==> src/rtl/traffic_sensor_conditioner_pkg.sv <==
// Shared definitions for the traffic sensor conditioner: channel FSM encoding,
// default parameter values and the counter-width helper.
package traffic_sensor_conditioner_pkg;

  typedef enum logic [1:0] {
    IDLE    = 2'd0,
    PENDING = 2'd1,
    SERVING = 2'd2
  } chan_state_e;

  localparam int DEF_SYNC_STAGES     = 2;
  localparam int DEF_DEBOUNCE_CYCLES = 4;
  localparam int DEF_HOLD_CYCLES     = 2;
  localparam int DEF_STUCK_CYCLES    = 64;

  // One width shared by every counter in a channel, wide enough for the largest limit.
  function automatic int cnt_width(input int a, input int b, input int c);
    int m;
    m = a;
    if (b > m) m = b;
    if (c > m) m = c;
    return $clog2(m) + 1;
  endfunction

endpackage

==> src/rtl/traffic_sensor_conditioner_sensor_channel.sv <==
// One detector channel: synchroniser, debounce, demand FSM and, with STUCK_DET_EN
// defined, a stuck-sensor detector that forces demand high while it is flagged.
module traffic_sensor_conditioner_sensor_channel
  import traffic_sensor_conditioner_pkg::*;
#(
  parameter int SYNC_STAGES     = DEF_SYNC_STAGES,
  parameter int DEBOUNCE_CYCLES = DEF_DEBOUNCE_CYCLES,
  parameter int HOLD_CYCLES     = DEF_HOLD_CYCLES,
  parameter int STUCK_CYCLES    = DEF_STUCK_CYCLES
) (
  input  logic clock,
  input  logic reset_n,
  input  logic raw,
  input  logic lite,
  output logic car,
  output logic fault
);

  localparam int CW = cnt_width(DEBOUNCE_CYCLES, HOLD_CYCLES, STUCK_CYCLES);
  localparam logic [CW-1:0] DEB_LAST  = CW'(DEBOUNCE_CYCLES - 1);
  localparam logic [CW-1:0] HOLD_LAST = CW'(HOLD_CYCLES - 1);

  logic [SYNC_STAGES-1:0] sync_q;
  logic                   synced;
  logic                   stable;
  logic [CW-1:0]          deb_cnt;
  logic                   flip;
  logic                   rise;

  chan_state_e            state_q, state_d;
  logic [CW-1:0]          hold_q, hold_d;
  logic                   fsm_car_q, fsm_car_d;

  assign synced = sync_q[SYNC_STAGES-1];

  always_ff @(posedge clock) begin
    if (!reset_n) sync_q <= '0;
    else          sync_q <= {sync_q[SYNC_STAGES-2:0], raw};
  end

  // Stable flips only after DEBOUNCE_CYCLES consecutive disagreeing samples.
  assign flip = (synced != stable) && (deb_cnt == DEB_LAST);
  assign rise = flip && synced;

  always_ff @(posedge clock) begin
    if (!reset_n) begin
      stable  <= 1'b0;
      deb_cnt <= '0;
    end else if (synced == stable) begin
      deb_cnt <= '0;
    end else if (flip) begin
      stable  <= synced;
      deb_cnt <= '0;
    end else begin
      deb_cnt <= deb_cnt + CW'(1);
    end
  end

  always_ff @(posedge clock) begin
    if (!reset_n) begin
      state_q   <= IDLE;
      hold_q    <= '0;
      fsm_car_q <= 1'b0;
    end else begin
      state_q   <= state_d;
      hold_q    <= hold_d;
      fsm_car_q <= fsm_car_d;
    end
  end

  // A debounced re-rise coinciding with release keeps the demand pending.
  always_comb begin
    state_d = state_q;
    hold_d  = hold_q;
    case (state_q)
      IDLE: begin
        if (stable) state_d = PENDING;
      end
      PENDING: begin
        if (lite) begin
          state_d = SERVING;
          hold_d  = '0;
        end
      end
      SERVING: begin
        if (!lite) begin
          state_d = (stable || rise) ? PENDING : IDLE;
          hold_d  = '0;
        end else if (stable) begin
          hold_d  = '0;
        end else if (hold_q == HOLD_LAST) begin
          state_d = rise ? PENDING : IDLE;
          hold_d  = '0;
        end else begin
          hold_d  = hold_q + CW'(1);
        end
      end
      default: begin
        state_d = IDLE;
        hold_d  = '0;
      end
    endcase
  end

  always_comb begin
    fsm_car_d = (state_d != IDLE);
  end

`ifdef STUCK_DET_EN
  localparam logic [CW-1:0] STUCK_LAST = CW'(STUCK_CYCLES - 1);
  localparam logic [CW-1:0] STUCK_FULL = CW'(STUCK_CYCLES);

  logic [CW-1:0] run_cnt;
  logic          fault_q;

  always_ff @(posedge clock) begin
    if (!reset_n || !stable) begin
      run_cnt <= '0;
      fault_q <= 1'b0;
    end else begin
      if (run_cnt != STUCK_FULL) run_cnt <= run_cnt + CW'(1);
      if (run_cnt == STUCK_LAST) fault_q <= 1'b1;
    end
  end

  // Fail-safe: a stuck sensor keeps requesting so the intersection keeps cycling.
  assign fault = fault_q;
  assign car   = fsm_car_q | fault_q;
`else
  assign fault = 1'b0;
  assign car   = fsm_car_q;
`endif

endmodule

==> src/rtl/traffic_sensor_conditioner.sv <==
// Conditions the EW/NS loop detectors into clean demand requests for TrafficLite.
// Optional stuck-sensor detection is enabled by defining STUCK_DET_EN.
module traffic_sensor_conditioner
  import traffic_sensor_conditioner_pkg::*;
#(
  parameter int SYNC_STAGES     = DEF_SYNC_STAGES,
  parameter int DEBOUNCE_CYCLES = DEF_DEBOUNCE_CYCLES,
  parameter int HOLD_CYCLES     = DEF_HOLD_CYCLES,
  parameter int STUCK_CYCLES    = DEF_STUCK_CYCLES
) (
  input  logic clock,
  input  logic reset_n,
  input  logic EWRaw,
  input  logic NSRaw,
  input  logic EWLite,
  input  logic NSLite,
  output logic EWCar,
  output logic NSCar,
  output logic EWFault,
  output logic NSFault
);

  traffic_sensor_conditioner_sensor_channel #(
    .SYNC_STAGES    (SYNC_STAGES),
    .DEBOUNCE_CYCLES(DEBOUNCE_CYCLES),
    .HOLD_CYCLES    (HOLD_CYCLES),
    .STUCK_CYCLES   (STUCK_CYCLES)
  ) u_ew (
    .clock  (clock),
    .reset_n(reset_n),
    .raw    (EWRaw),
    .lite   (EWLite),
    .car    (EWCar),
    .fault  (EWFault)
  );

  traffic_sensor_conditioner_sensor_channel #(
    .SYNC_STAGES    (SYNC_STAGES),
    .DEBOUNCE_CYCLES(DEBOUNCE_CYCLES),
    .HOLD_CYCLES    (HOLD_CYCLES),
    .STUCK_CYCLES   (STUCK_CYCLES)
  ) u_ns (
    .clock  (clock),
    .reset_n(reset_n),
    .raw    (NSRaw),
    .lite   (NSLite),
    .car    (NSCar),
    .fault  (NSFault)
  );

endmodule

==> config.mk <==
export PLATFORM = sky130hd
export DESIGN_NAME = traffic_sensor_conditioner
export DESIGN_NICKNAME = d
export VERILOG_FILES = /design/src/rtl/traffic_sensor_conditioner_pkg.sv /design/src/rtl/traffic_sensor_conditioner_sensor_channel.sv /design/src/rtl/traffic_sensor_conditioner.sv
export SDC_FILE = /design/constraint.sdc
export NUM_CORES = 1
export LEC_CHECK = 0
export CAP_MARGIN = 30
export CORE_MARGIN = 1.5
export CORE_UTILIZATION = 39
export CTS_CLUSTER_SIZE = 12
export DETAILED_ROUTE_END_ITERATION = 12
export GPL_ROUTABILITY_DRIVEN = 0
export MAX_ROUTING_LAYER = met4
export REMOVE_ABC_BUFFERS = 1
export SLEW_MARGIN = 15
export SYNTH_ARGS = -nofsm -noshare
export SYNTH_HDL_FRONTEND = slang
export SYNTH_SLANG_ARGS = --single-unit
==> constraint.sdc <==
create_clock -name clock -period 1.9 [get_ports clock]
set_input_delay 0.38 -clock clock [delete_from_list [all_inputs] [get_ports clock]]
set_output_delay 0.38 -clock clock [all_outputs]
set_load 0.01 [all_outputs]
After elaboration in Yosys (flattened, before gate mapping)
Index checks and enable logic that the tools add are counted.
Storage, ports and cells
  bits in registers: 40
  bits of input ports: 6
  output and inout port bits: 4
  logic and storage cells: 77
Cells by class
  $add $sub $neg: 4
  equal/unequal tests: 14
  mux-type cells: 26
  bitwise operators: 5
  reduce and logical (&&, ||, !) cells: 16
Operators by type and width (number)
  two-way mux 7 bit: 8
  case mux 7 bit (3 select lines): 2
  adder 7 x 1 -> 7 bit (second input constant): 4
  two-way mux 2 bit: 10
  equality test 7 x 1 -> 1 bit (second input constant): 2
  equality test 7 x 2 -> 1 bit (second input constant): 2
  case mux 2 bit (3 select lines): 2
  AND reduction 2 bit: 4
  OR reduction 3 bit: 2
  inverter 1 bit: 5
  equality test 2 x 1 -> 1 bit (second input constant): 2
  equality test 2 bit (second input constant): 2
  logical AND 1 bit: 4
  zero test 2 bit: 2
  two-way mux 1 bit: 4
  != test 2 bit (second input constant): 2
  nonzero test 2 bit: 2
  equality test 1 bit: 2
  logical OR 1 bit: 2
  != test 1 bit: 2

Longest topological paths before layout
Gate-level depths: netlist (run 1).
  word-level depth: 9
  mapped depth: 6
  gate-level depth less buffers: 6

Modules after synthesis
Synthesis (run 1) repeated with hierarchy kept, for this count alone.
Unflattened totals
  cells, all modules: 196
  area, all modules: 1776.7 µm²
By module, submodules not included
  traffic_sensor_conditioner_sensor_channel: instances 2, cells each 98, area an instance 888.4 µm², sequential area each 400.4 µm²

Worst setup path before layout (run 1)
No wires, ideal clock.
  kind: register to register
  from: reg u_ew.hold_q[1]
  to: reg u_ew.hold_q[6]
  library setup time: 0.074 ns
  arrival time: 1.545 ns
  required time: 1.826 ns
  setup slack: 0.281 ns
  stages on the path, launching flop included: 7
  path buffers: 0
  period minus slack after synthesis: 1.619 ns
  cells stage by stage: dfxtp_1 inv_1 ha_1 nor2b_1 a2111oi_4 or3b_1 a31oi_1
On the way
  longest elaborated chain between the ends: 5
  elaborated cells between the ends (all ways): 6
  classes of those cells: add/sub: 1; eq/ne: 1; mux: 4
RTL lines
  from (decl): RTL line traffic_sensor_conditioner_sensor_channel.sv:31  | logic [CW-1:0] hold_q, hold_d;
  from (signal assigned): RTL line traffic_sensor_conditioner_sensor_channel.sv:66  | hold_q <= hold_d;
  adder 7 x 1 -> 7 bit / equality test 7 x 1 -> 1 bit (equally long branches): RTL line traffic_sensor_conditioner_sensor_channel.sv:95, traffic_sensor_conditioner_sensor_channel.sv:91
  two-way mux 7 bit *: RTL line traffic_sensor_conditioner_sensor_channel.sv:91  | end else if (hold_q == HOLD_LAST) begin
  two-way mux 7 bit *: RTL line traffic_sensor_conditioner_sensor_channel.sv:89  | end else if (stable) begin
  two-way mux 7 bit *: RTL line traffic_sensor_conditioner_sensor_channel.sv:86  | if (!lite) begin
  case mux 7 bit (3 select lines) *: RTL line traffic_sensor_conditioner_sensor_channel.sv:75  | case (state_q)
Mark *: on every way between the ends. The rest lies on a longest branch, timed or not.
A chain may end at the register's enable or synchronous reset.

Worst setup path in the final report (run 1)
Same ends and word-level chain as after synthesis.

==> impl_summary.md, run 1 <==
Critical path
For the worst setup path, the data arrival time is between 1.5 and 2 ns. In this run the worst setup path terminates at u_ew.hold_q[6]$_SDFFE_PN0P_. The critical path is of the reg2reg type. The maximum fanout along the worst path is 4. The startpoint identified for the worst register-to-register timing path is u_ew.hold_q[1]$_SDFFE_PN0P_.

In this run the critical register-to-register path is captured at u_ew.hold_q[6]$_SDFFE_PN0P_. The type of element capturing the critical path is a flip-flop. The number of cells on the worst reg-to-reg path is 6.

The startpoint of the most critical setup path is u_ew.hold_q[1]$_SDFFE_PN0P_. The endpoint required time on the critical path is about 2.1 ns. The worst register-to-register path has a setup slack of ~0.19 ns. STA classifies the critical path startpoint as a flip-flop.

Placed design
The detailed placement HPWL is approximately 2200 um. The count of buffers added on input and output ports is 7. The placed instances occupy a cell area of 1976 um^2.

Synth
Of all flip-flops after synthesis, the portion carrying an async set or reset was 0. The main combinational cell family by area after synthesis is simple AND/OR/NAND/NOR gates. The fraction of synthesized cell area in xor and xnor cells is 0.1066. Of the total synthesized cell area, the portion taken by AND, OR, NAND and NOR gates is 0.2735. Sorting the synthesized cells by area gives the leading types as sky130_fd_sc_hd__dfxtp_1, sky130_fd_sc_hd__nor2_1, sky130_fd_sc_hd__xnor2_1, sky130_fd_sc_hd__xor2_1, sky130_fd_sc_hd__nand3_1. The top cell type's share of synthesized area is 0.4432.

Summed over all instances, the cell type with the most area after synthesis is sky130_fd_sc_hd__dfxtp_1. Of the synthesized area, sequential elements account for 0.4432. The register bit total from synthesis is 40. The mean area per synthesized cell is between 8 and 9 um^2. In the synthesized netlist, the number of instances is 201. The distinct cell type count after synthesis is slightly above 40. The post-synthesis compound-gate area fraction is 0.09972.

The share of synthesized cell area in full adder, half adder and majority cells is 0.04155. The post-synthesis instance area is 1807 um^2. In the synthesized netlist the dominant register cell turns out to be sky130_fd_sc_hd__dfxtp_1. The yosys synthesis warning count is 0. The number of synthesized flops with an enable pin is 0. The multiplexer fraction of the synthesized cell area is 0.

Clock tree
The clock passes through at most 2 buffers. The number of CTS-inserted buffers is 5. Clock tree synthesis selected as its root buffer the cell sky130_fd_sc_hd__clkbuf_8.

The H-tree depth reported by CTS is 2. The number of buffers inserted to repair setup after CTS is 0. Gates resized during post-CTS repair numbered 0. The insertion delay to the later sink of the worst-skew pair is approximately 0.29 ns. The hold-fix buffer count after cts is 0.

The sink count of the clock tree is 40. TritonCTS built the clock tree. The clock transition at the registers of the reported paths is around 0.08 ns.

Detailed routing
The number of violations reported at the end of detailed-routing iteration 0 is 71. The detailed-route wire length is roughly 2900 um. In the final routed layout, each cell accounts on average for between 10 and 15 um.

The first-pass iteration count of the detailed router is 4. The routed via count is 1337. Once detail routing completed, the nets flagged for antenna violations numbered 0.

The number of vias per cell after detailed routing is ~5. For this run, design rule violations remaining after detail routing come to 0.

GRT
The global-route wire length before repair is 5237 um. Entering global routing, the biggest net connects 19 pins. The global routing usage summed across all routing layers is 0.1337. The number of antenna violations at the first check in global routing came to 0. The number of global-route vias before repair was roughly 1200. For met1 alone, demand over resource in global routing was 0.1872.

The most used routing layer in global routing is met1. The met2 track demand over resource in global routing is 0.1817. For this run, global-route usage on met3 was measured as 0.04274. The total overflow reported by the global router is 0.

Cells and area
The fraction of layout instances using a drive strength above 1 is 0.1045. The final net count is approximately 230. The share of the core filled with cells is 0.4728. Compared with the post-synthesis result, the final layout area differs by 15.51%. The final cell area excluding filler cells is 2087 um^2. The repair_antennas step left the layout with diodes totalling 0.

Floorplan
The I/O pin count is 10. The core region is approximately 4400 um^2. In this run the horizontal extent of the chip is between 70 and 80 um. The die is about 71 um tall. The die outline area is 5050 um^2. The standard-cell row count is 24. For this configuration, the core starts out at a cell density of 0.4093.

Timing
The setup total negative slack is 0 ns. The share of the clock period used by the worst path is 0.8995. The fmax is about 0.6 GHz.

The final setup skew is a little under 0.004 ns. Setup violations remaining at the end of the flow were counted as 0. Setup repair after global routing left no endpoint under its margin. For the pin with the worst max-slew slack, the measured transition is roughly 0.54 ns. The count of pins over their slew limit is 0. The post-layout minimum cycle time is between 1.5 and 2 ns. The number of failing hold endpoints at the final stage is 0. The worst pin sits at a relative slew slack of 0.6375.

Power
The analysis attributes to cell leakage a power of about 0.79 nW. IR analysis of the VDD net gives a maximum drop of 0.5421 mV. The total power is ~1.6 mW. The power per cell area is 753.6 nW/um^2.

Job
The count of maximum capacitance violations is 0.

Worst hold path
Counting instances, the worst hold path has a depth of 1. The worst hold path belongs to the class reg2reg.

Status
The flow ran to the end, and the final reports show no timing, DRC or antenna violations.
==> cell usage after synthesis (3+ instances only) <==
cell / n
sky130_fd_sc_hd__nor2b_1: 5
sky130_fd_sc_hd__nand4_1: 3
sky130_fd_sc_hd__and3_1: 5
sky130_fd_sc_hd__nor2_1: 29
sky130_fd_sc_hd__o211ai_1: 4
sky130_fd_sc_hd__dfxtp_1: 40
sky130_fd_sc_hd__a21oi_1: 6
sky130_fd_sc_hd__nand2_1: 16
sky130_fd_sc_hd__and2_1: 5
sky130_fd_sc_hd__ha_1: 6
sky130_fd_sc_hd__xor2_1: 11
sky130_fd_sc_hd__inv_1: 10
sky130_fd_sc_hd__xnor2_1: 11
sky130_fd_sc_hd__nand3_1: 17
==> power by group <==
group	internal [mW]	switching [mW]
Sequential	0.843	0.00233
Combinational	0.0210	0.0232
Clock	0.388	0.295
==> registers in the layout, indices dropped and copies added (netlist names) <==
signal        count
u_ew.car          1
u_ew.deb_cnt      7
u_ew.hold_q       7
u_ew.stable       1
u_ew.state_q      2
u_ew.sync_q       2
u_ns.car          1
u_ns.deb_cnt      7
u_ns.hold_q       7
u_ns.stable       1
u_ns.state_q      2
u_ns.sync_q       2
==> critical path, stage by stage (launching register included) <==
cell and delay, ns:
sky130_fd_sc_hd__dfxtp_1 0.38, sky130_fd_sc_hd__inv_1 0.06, sky130_fd_sc_hd__ha_1 0.17, sky130_fd_sc_hd__nor2b_1 0.18, sky130_fd_sc_hd__a2111oi_4 0.36, sky130_fd_sc_hd__or3b_1 0.37
sky130_fd_sc_hd__a31oi_1 0.13
==> worst min-delay path by stage <==
stage	endpoint	from
after global routing	u_ns.sync_q[1]$_SDFF_PN0_	u_ns.sync_q[0]$_SDFF_PN0_
after floorplan	u_ew.sync_q[1]$_SDFF_PN0_	u_ew.sync_q[0]$_SDFF_PN0_
final	u_ns.sync_q[1]$_SDFF_PN0_	u_ns.sync_q[0]$_SDFF_PN0_
after global placement	u_ns.sync_q[1]$_SDFF_PN0_	u_ns.sync_q[0]$_SDFF_PN0_
after detailed placement	u_ns.sync_q[1]$_SDFF_PN0_	u_ns.sync_q[0]$_SDFF_PN0_
after CTS	u_ns.sync_q[1]$_SDFF_PN0_	u_ns.sync_q[0]$_SDFF_PN0_
==> through the flow <==
stage / setup WS (ns) / hold slack [ns] / std cells
2_1_floorplan: 0.2813 / 0.4118 / 198
3_3_place_gp: 0.02285 / 0.4190 / 264
3_5_place_dp: 0.009410 / 0.4196 / 264
4_1_cts: 0.1779 / 0.4383 / 272
5_1_grt: 0.06391 / 0.4520 / 272
6_report: 0.1910 / 0.4353 / 272
==> layout make-up <==
class	count	area (um^2)
flip-flops and latches	40	800.8
fillers	444	2327
multi-input cells	148	949.7
clock buffers	5	68.82
clock inverters	3	42.54
repair buffers	14	122.6
inverters	10	37.54
well taps	52	65.06
==> cell usage in the layout (no fill, tap or decap), types with 7 or more instances in the layout <==
cell type	instances
sky130_fd_sc_hd__nor2_1	29
sky130_fd_sc_hd__buf_4	7
sky130_fd_sc_hd__xnor2_1	11
sky130_fd_sc_hd__dfxtp_1	40
sky130_fd_sc_hd__nand2_1	16
sky130_fd_sc_hd__inv_1	10
sky130_fd_sc_hd__nand3_1	17
sky130_fd_sc_hd__clkdlybuf4s50_1	7
sky130_fd_sc_hd__xor2_1	11
==> per-layer routing <==
layer	vias up	routed length, um
li1	720	-
met5	-	0
met2	12	1193
met4	0	40
met1	599	1622
met3	6	87
==> logic make-up after synthesis <==
logic type	count (synthesis)
AOI/OAI and AO/OA	23
other	1
xor gates and xnor gates	22
DFF	40
adders and majority gates	6
buffers and inverters	14
and+or+nand+nor	95
Note: power is estimated with default switching activity, not from simulation.
==> run 2: changes to the inputs <==
Clock period 1.9 ns to 2.15 ns, I/O delays scaled along.
==> run 2 against run 1 <==
Sequential power shrank 12%. Critical path depth shrank 1. Critical endpoint is now u_ns.hold_q[0]$_SDFFE_PN0P_. Final cell count shrank 1.5%. Worst hold slack is essentially flat. Non-clock buffer count shrank 4. Critical path type is now in2reg.
==> impl_summary.md, run 2 (same netlist as run 1, synthesis figures left out) <==
Placed design
The number of buffer cells added on primary ports is 7. The detailed placement HPWL is between 2000 and 2500 um.

Clock tree
The number of gates resized after CTS was 0. In this run, CTS created clock tree buffers numbering 5. The buffer type at the clock tree root is sky130_fd_sc_hd__clkbuf_8.

The sink count of the clock tree is 40. The clock transition at the registers of the reported paths is 0.07 ns. The later pin in the worst-skew pair is clocked with a latency of roughly 0.29 ns. The hold-fix buffer count after cts is 0. TritonCTS built the clock tree. The number of buffers inserted to repair setup after CTS is 0.

The buffer levels on the longest clock path is 2. The clock tree synthesis step divided the H-tree into 2 levels.

Floorplan
The region available for standard cell placement spans between 4000 and 5000 um^2. The starting utilization of the core area is 0.4093. In this run the core area contains 24 standard-cell rows. The die boundary height is 71.07 um. From left edge to right edge, the die measures between 70 and 80 um. For this design the top-level I/O count stands at 10. The die outline area is between 5000 and 6000 um^2.

Timing
The post-layout minimum cycle time is ~1.8 ns. Between clock sinks in the finished design, the worst skew comes to roughly 0.0025 ns. The setup total negative slack is 0 ns. Across all hold checks on the routed design, the worst slack comes to roughly 0.44 ns. The count of pins over their slew limit is 0.

In this run the tightest slew margin relative to its limit is 0.6221. Setup repair after global routing left no endpoint under its margin. The number of failing hold endpoints at the final stage is 0. The share of the clock period used by the worst path is 0.8169. Setup violations remaining at the end of the flow were counted as 0. Timing would allow up to about 0.57 GHz. At the pin with the least slew margin, the transition time is ~0.56 ns.

GRT
The global-route wire length before repair is roughly 5500 um. The global routing usage summed across all routing layers is 0.1422. Entering global routing, the biggest net connects 19 pins. The number of antenna violations at the first check in global routing is 0. The number of global-route vias before repair was ~1200. For this run the aggregate overflow at the end of global routing stands at 0.

Detailed routing
The count of nets left with antenna violations once routing finished came out at 0. The DRC violations left is 0. Dividing the detail-routed wire length by the instance count gives approximately 11 um.

In the routed layout, each cell is associated on average with a via count of between 4 and 5. The detailed router finished its first iteration with slightly above 80 violations. For this block, the routed nets add up to around 3000 um of wire.

The detailed router placed about 1300 vias in this run. The first-pass iteration count of the detailed router is 4.

Power
The total power is around 1.3 mW. The worst supply voltage drop on vdd is 0.3879 mV. The leakage dissipation is approximately 0.76 nW. For this design the ratio of total power to cell area is between 600 and 700 nW/um^2.

Worst hold path
Counting instances, the worst hold path has a depth of 1. The path with the worst hold slack has its endpoint at u_ew.sync_q[1]$_SDFF_PN0_. In this run the most critical hold path is launched from u_ew.sync_q[0]$_SDFF_PN0_. The type of the most critical hold path is reg2reg.

Critical path
STA classifies the critical path endpoint as a flip-flop. The endpoint required time on the critical path is 2.37 ns. The critical path data arrival time is slightly below 2 ns. The total buffers and inverters traversed by the critical path is 1. The reg-to-reg critical path endpoint is u_ew.hold_q[6]$_SDFFE_PN0P_.

The critical path startpoint category is an input port. The worst setup slack for register-to-register paths is about 0.41 ns. The critical setup path kind is in2reg.

The largest delay contributor family on the critical path is simple AND/OR/NAND/NOR gates. On the critical path, the stage with the largest delay is an instance of sky130_fd_sc_hd__clkdlybuf4s50_1. Measured in cells, the most critical reg-to-reg path has a length of 6. Walking the worst path, the cells encountered are clkdlybuf4s50_1, or3b_2, a31oi_1, o21ai_0, nor2_1. The startpoint identified for the worst register-to-register timing path is u_ew.hold_q[1]$_SDFFE_PN0P_. Along the worst path, the maximum fanout reaches 6. The stage delay of the slowest cell on the critical path is roughly 0.56 ns.

Cells and area
The library cells used most frequently in the layout, excluding fill and tap cells, are sky130_fd_sc_hd__dfxtp_1, sky130_fd_sc_hd__nor2_1, sky130_fd_sc_hd__nand3_1. 0 antenna diodes ended up in the layout. The final net count is 227. Measured on the finished design, the core utilization comes to 0.4617.

The area overhead of the layout relative to synthesis is 12.81%. The fraction of layout instances using a drive strength above 1 is 0.08796. Leaving out fill and tap cells, the most frequent cell in the layout is sky130_fd_sc_hd__dfxtp_1.

Status
The run finished with clean final reports.

Job
The count of maximum capacitance violations is 0.
==> run 2: cell types whose count changed in the layout (fill, tap and decap cells not counted) <==
cell	delta
sky130_fd_sc_hd__buf_4	-4
sky130_fd_sc_hd__bufinv_16	-1
sky130_fd_sc_hd__clkbuf_8	+1
sky130_fd_sc_hd__clkinv_2	+1
sky130_fd_sc_hd__clkinvlp_4	-1
==> run 2: layout make-up <==
cell class / count / area [um^2]
Sequential cell: 40 / 800.8
Clock inverter: 2 / 10.01
Tap cell: 52 / 65.06
Multi-Input combinational cell: 148 / 949.7
Fill cell: 440 / 2376
Timing Repair Buffer: 10 / 92.59
Clock buffer: 6 / 82.58
Inverter: 10 / 37.54
==> run 2: routing by layer <==
layer  GRT usage  wire length [um]  up-vias
li1            -                 -      709
met1      0.1957              1605      594
met2      0.1911              1248       10
met3     0.04701                78        5
met4     0.05660                46        0
met5           -                 0        -
==> run 2: worst max-delay path by stage <==
stage / start / endpoint / depth (start not counted)
after floorplan: u_ew.hold_q[1]$_SDFFE_PN0P_ / u_ew.hold_q[6]$_SDFFE_PN0P_ / 6
after CTS: u_ew.hold_q[1]$_SDFFE_PN0P_ / u_ew.hold_q[6]$_SDFFE_PN0P_ / 6
after global placement: NSLite / u_ns.hold_q[5]$_SDFFE_PN0P_ / 5
after global routing: NSLite / u_ns.hold_q[0]$_SDFFE_PN0P_ / 5
after detailed placement: NSLite / u_ns.hold_q[0]$_SDFFE_PN0P_ / 5
final: NSLite / u_ns.hold_q[0]$_SDFFE_PN0P_ / 5
==> run 2: through the flow <==
stage	area [um^2]	std cells	setup WS, ns
detailed placement	1946	260	0.09898
global placement	1946	260	0.1478
floorplan	1788	198	0.5313
CTS	2038	268	0.3990
finish	2038	268	0.3937
global route	2038	268	0.2658
==> run 2: report_power, final <==
| group | internal, mW | leakage (nW) | switching, mW | total (mW) |
|---|---|---|---|---|
| registers | 0.745 | 0.323 | 0.00205 | 0.747 |
| clock network | 0.256 | 0.0510 | 0.251 | 0.507 |
| logic | 0.0162 | 0.389 | 0.0203 | 0.0365 |
| total | 1.02 | 0.763 | 0.274 | 1.29 |
